## config.mk

```make
export PLATFORM = sky130hd
export DESIGN_NAME = seg7_scan_driver
export DESIGN_NICKNAME = d
export VERILOG_FILES = /design/src/rtl/seg7_scan_driver.sv
export SDC_FILE = /design/constraint.sdc
export NUM_CORES = 1
export LEC_CHECK = 0
export CORE_MARGIN = 2
export CORE_UTILIZATION = 50
export DETAILED_ROUTE_END_ITERATION = 8
export GPL_TIMING_DRIVEN = 0
export PLACE_DENSITY_LB_ADDON = 0.05
export SLEW_MARGIN = 20
export SYNTH_ARGS = -nofsm -noshare
export SYNTH_HDL_FRONTEND = slang
export SYNTH_SLANG_ARGS = --single-unit
```

## constraint.sdc

```tcl
create_clock -name clk -period 9.85 [get_ports clk]
set_input_delay 1.97 -clock clk [delete_from_list [all_inputs] [get_ports clk]]
set_output_delay 1.97 -clock clk [all_outputs]
set_load 0.03 [all_outputs]
```

## src/rtl/seg7_scan_driver.sv

```systemverilog
// Multiplexed 8-digit hex display driver with frame-aligned, tear-free value updates.
// Optional build macro LEADING_ZERO_BLANK_EN blanks digits above the most significant non-zero nibble.
module seg7_scan_driver #(
    parameter int SCAN_DIV     = 50000,
    parameter int BLANK_CYCLES = 4
) (
    input  logic        clk,
    input  logic        rst,
    input  logic        load,
    input  logic [31:0] value,
    output logic [7:0]  led_en,
    output logic        led_ca,
    output logic        led_cb,
    output logic        led_cc,
    output logic        led_cd,
    output logic        led_ce,
    output logic        led_cf,
    output logic        led_cg,
    output logic        led_dp
);

    localparam int CW = (SCAN_DIV > 2) ? $clog2(SCAN_DIV) : 1;
    localparam logic [CW-1:0] CNT_LAST = CW'(SCAN_DIV - 1);

    logic [CW-1:0] cnt_q, cnt_d;
    logic [2:0]    idx_q, idx_d;
    logic [31:0]   pending_q, pending_d;
    logic          pending_valid_q, pending_valid_d;
    logic [31:0]   shadow_q, shadow_d;
    logic [7:0]    en_q, en_d;
    logic [6:0]    seg_q, seg_d;    // active-low, bit 0 = a .. bit 6 = g

    logic          slot_end;
    logic          frame_end;
    logic          in_blank;
    logic [3:0]    nib;
    logic          digit_off;

    // Active-high segment pattern, bit 0 = a .. bit 6 = g.
    function automatic logic [6:0] hex_seg(input logic [3:0] n);
        case (n)
            4'h0:    hex_seg = 7'h3F;
            4'h1:    hex_seg = 7'h06;
            4'h2:    hex_seg = 7'h5B;
            4'h3:    hex_seg = 7'h4F;
            4'h4:    hex_seg = 7'h66;
            4'h5:    hex_seg = 7'h6D;
            4'h6:    hex_seg = 7'h7D;
            4'h7:    hex_seg = 7'h07;
            4'h8:    hex_seg = 7'h7F;
            4'h9:    hex_seg = 7'h6F;
            4'hA:    hex_seg = 7'h77;
            4'hB:    hex_seg = 7'h7C;
            4'hC:    hex_seg = 7'h39;
            4'hD:    hex_seg = 7'h5E;
            4'hE:    hex_seg = 7'h79;
            default: hex_seg = 7'h71;
        endcase
    endfunction

`ifdef LEADING_ZERO_BLANK_EN
    logic [2:0] msd;
    always_comb begin
        msd = 3'd0;
        for (int i = 1; i < 8; i++) begin
            if (shadow_q[4*i +: 4] != 4'h0) msd = 3'(i);
        end
    end
    assign digit_off = (idx_q > msd);
`else
    assign digit_off = 1'b0;
`endif

    assign slot_end  = (cnt_q == CNT_LAST);
    assign frame_end = slot_end && (idx_q == 3'd7);
    assign in_blank  = (32'(cnt_q) < 32'(BLANK_CYCLES));
    assign nib       = 4'(shadow_q >> {idx_q, 2'b00});

    always_comb begin
        cnt_d           = slot_end ? '0 : cnt_q + 1'b1;
        idx_d           = slot_end ? idx_q + 3'd1 : idx_q;
        pending_d       = pending_q;
        pending_valid_d = pending_valid_q;
        shadow_d        = shadow_q;

        // Boundary copy sees the pre-load pending; a same-cycle load waits one frame.
        if (frame_end && pending_valid_q) begin
            shadow_d        = pending_q;
            pending_valid_d = 1'b0;
        end
        if (load) begin
            pending_d       = value;
            pending_valid_d = 1'b1;
        end

        en_d  = 8'hFF;
        seg_d = 7'h7F;
        if (!in_blank) begin
            en_d  = ~(8'd1 << idx_q);
            seg_d = digit_off ? 7'h7F : ~hex_seg(nib);
        end
    end

    always_ff @(posedge clk or posedge rst) begin
        if (rst) begin
            cnt_q           <= '0;
            idx_q           <= 3'd0;
            pending_q       <= 32'd0;
            pending_valid_q <= 1'b0;
            shadow_q        <= 32'd0;
            en_q            <= 8'hFF;
            seg_q           <= 7'h7F;
        end else begin
            cnt_q           <= cnt_d;
            idx_q           <= idx_d;
            pending_q       <= pending_d;
            pending_valid_q <= pending_valid_d;
            shadow_q        <= shadow_d;
            en_q            <= en_d;
            seg_q           <= seg_d;
        end
    end

    assign led_en = en_q;
    assign led_ca = seg_q[0];
    assign led_cb = seg_q[1];
    assign led_cc = seg_q[2];
    assign led_cd = seg_q[3];
    assign led_ce = seg_q[4];
    assign led_cf = seg_q[5];
    assign led_cg = seg_q[6];
    assign led_dp = 1'b1;

endmodule
```

==> reports/results.ini <==
[drt]
detailedRoute.firstPassIterationCount=4
vias=2573
post-route-drc-count=0
routed_via_density=5.23
wl_met1_um=3590
top_layer_used=met4
drt-total-wl_um=7790
wire_per_inst_um=15.8
first_iter_violations=88
wl_met2_um=3840
ant_nets=0
met3_length_um=284

[clock_network]
cts_buffers=9
clk_latency_ps=370
cts_tree=done
postCtsHoldBufs=0
post_cts_buffers=0
h-tree-depth=3
clock_sinks=99
cts_buffer_depth=2
clk_pin_slew_ps=100
post_cts_resized=0
clk_root_buffer_cell=clkbuf_8

[critical_path]
cp_slowest_stage_delay_ps=660
reg2reg_from=idx_q[1]$_DFFE_PP0N_
crit_type=reg2out
reg2reg_slack_ps=6840
crit_buf_inv=1
crit_path_start_kind=register
cp_slowest_cell=clkdlybuf4s50_1
r2r_cells=7
crit_family=buffers and inverters
critPathLaunch=led_en[7]$_DFF_PP1_
worstPathRequired_ps=7880
r2r_end=seg_q[0]$_DFF_PP1_
crit_path_max_fanout=1
crit_arrival_ps=1550
cp_cell_sequence=clkdlybuf4s50_1
end_kind=output port

[final_layout]
antenna_cells=0
post-route-cell-area_mm2=0.00532
multi_input_area_mm2=0.00186
area_growth_pct=18.8
num-nets-final=427
seq_area_mm2=0.00250
fillers=698
drive_above_1_share_pct=29.9

[grt]
grt_pass1_vias=2664
grt_pass1_wl_um=13500
globalRouteOverflowTotal=0
antenna_found_initial=0
grt_usage_pct=17.7
grt_max_degree=68

[sta]
setup_ws_ps=6330
post-route-period-util_pct=35.8
min_period_ps=3520
hold_violations=0
setup_viol=0
slew_viol_final=0
slew_headroom_pct=45.9
worstMarginPinSlew_ps=789
tns_ps=0
rsz0062_at_grt=false
max_clock_freq_mhz=284
skew_ps=12.7

[placement]
hpwl_um=5560
dp_slack_ps=6490
dpl_cell_area_mm2=0.00512
port_buffers=48
place_congestion=0.835

[floorplan]
fp.dieArea_mm2=0.00972
coreArea_mm2=0.00872
die_h_um=98.6
start_util_pct=51.3
ios=51
die_w_um=98.6
rows=34

[pwr]
power_density_mw_per_mm2=136
vdd_drop_max_mv=0.0727
p_leak_nw=2.46

[yosys]
syn_inst=319
async_flop_share_pct=100
ys_seq_area_share_pct=55.8
avgSynthCellArea_um2=14.0
synth_nets=367
synth_top_area_share_pct=47.0
synthFlopType=dfrtp_1
syn_area_mm2=0.00448
ys_ff_latch=99
yosysUniqueCellTypes=42
synth_top_cell_by_area=dfrtp_1
yosysWarnings=0
synth-edff-count=0
synthTopCellsByArea=dfrtp_1 47%, mux2_4 10%, mux2_2 9.1%

[hold_path]
hold_start=cnt_q[7]$_DFF_PP0_
hp-class=reg2reg
whs_endpoint=cnt_q[7]$_DFF_PP0_
holdPathStages=1

[run]
drv_cap=0

[status]
outcome=completed

## area by class of cell
class                           instances  area share, %
Buffer                                 14           1.53
Sequential cell                        99           46.9
Timing Repair Buffer                   49           9.55
Clock inverter                          7           1.32
Inverter                               11          0.871
Tap cell                              108           2.54
Clock buffer                            9           2.33
Multi-Input combinational cell        195           34.9
## report_power, final
part           internal, W  switching [W]   total, W
Sequential        0.000420     0.00000706   0.000427
Clock            0.0000989       0.000155   0.000254
Combinational    0.0000251      0.0000158  0.0000409
## worst max-delay path by stage
stage / end / slack, ps / cells after the start
5_1_grt: led_en[3] / 6270 / 1
6_report: led_en[7] / 6330 / 1
3_3_place_gp: cnt_q[8]$_DFF_PP0_ / 3890 / 2
3_5_place_dp: pending_q[6]$_DFFE_PP0P_ / 6490 / 3
2_1_floorplan: cnt_q[0]$_DFF_PP0_ / 5310 / 1
4_1_cts: led_en[7] / 6300 / 1
## cells in the final DEF, fill, tap and decap left out, types with 4 or more instances in the layout
master and count:
dfrtp_1 84, clkdlybuf4s50_1 48, mux2_2 36, mux2_4 30, nand2_1 16, nor2_1 16, dfstp_2 15, ha_1 13
nand3_1 11, inv_1 10, xnor2_1 10, mux2i_1 9, clkbuf_8 9, clkbuf_1 8, nor3_1 6, mux4_2 6
xor2_1 5, inv_6 4
## synthesized netlist by cell type, drive strengths merged, types with 3 or more instances
| library cell | number |
|---|---|
| dfstp | 15 |
| dfrtp | 84 |
| mux2 | 66 |
| nand3 | 12 |
| buf | 6 |
| xor2 | 5 |
| nor2 | 16 |
| nand2 | 16 |
| clkbuf | 8 |
| mux4 | 6 |
| ha | 13 |
| nor3 | 6 |
| mux2i | 9 |
| inv | 11 |
| nor4 | 4 |
| a21oi | 3 |
| xnor2 | 10 |
| o211ai | 3 |
| nor2b | 3 |
| o21ai | 3 |
## per-layer routing
layer	up-vias	global-route usage (%)
met5	-	0
met4	0	5.37
met3	6	4.40
met2	47	28.7
met1	1285	23.7
li1	1235	-
## through the flow
step	total power [W]	hold WS, ps	instances	util (%)
after floorplan	0.000455	448	319	-
after global placement	0.000474	466	475	58.4
after detailed placement	0.000477	473	476	58.8
after CTS	0.000734	503	492	61.0
after global routing	0.000756	527	492	61.0
final	0.000721	506	492	61.0
## cells by family (layout without fill, tap and decap cells)
kind of cell	count (synthesis)	count (layout)	share of synthesized area (%)
other	1	1	0.0838
DFF	99	99	55.8
buffers and inverters	25	90	2.74
muxes	81	81	24.2
xor gates and xnor gates	15	15	2.94
AOI/OAI and AO/OA	20	20	3.13
adders and majority gates	13	13	3.63
and+or+nand+nor	65	65	7.55
## sequential cells by signal, indices dropped and copies added (netlist names)
signal / flops
pending_q: 32
seg_q: 7
idx_q: 3
cnt_q: 16
pending_valid_q: 1
shadow_q: 32
led_en: 8
Power figures use the tool's default switching activity.
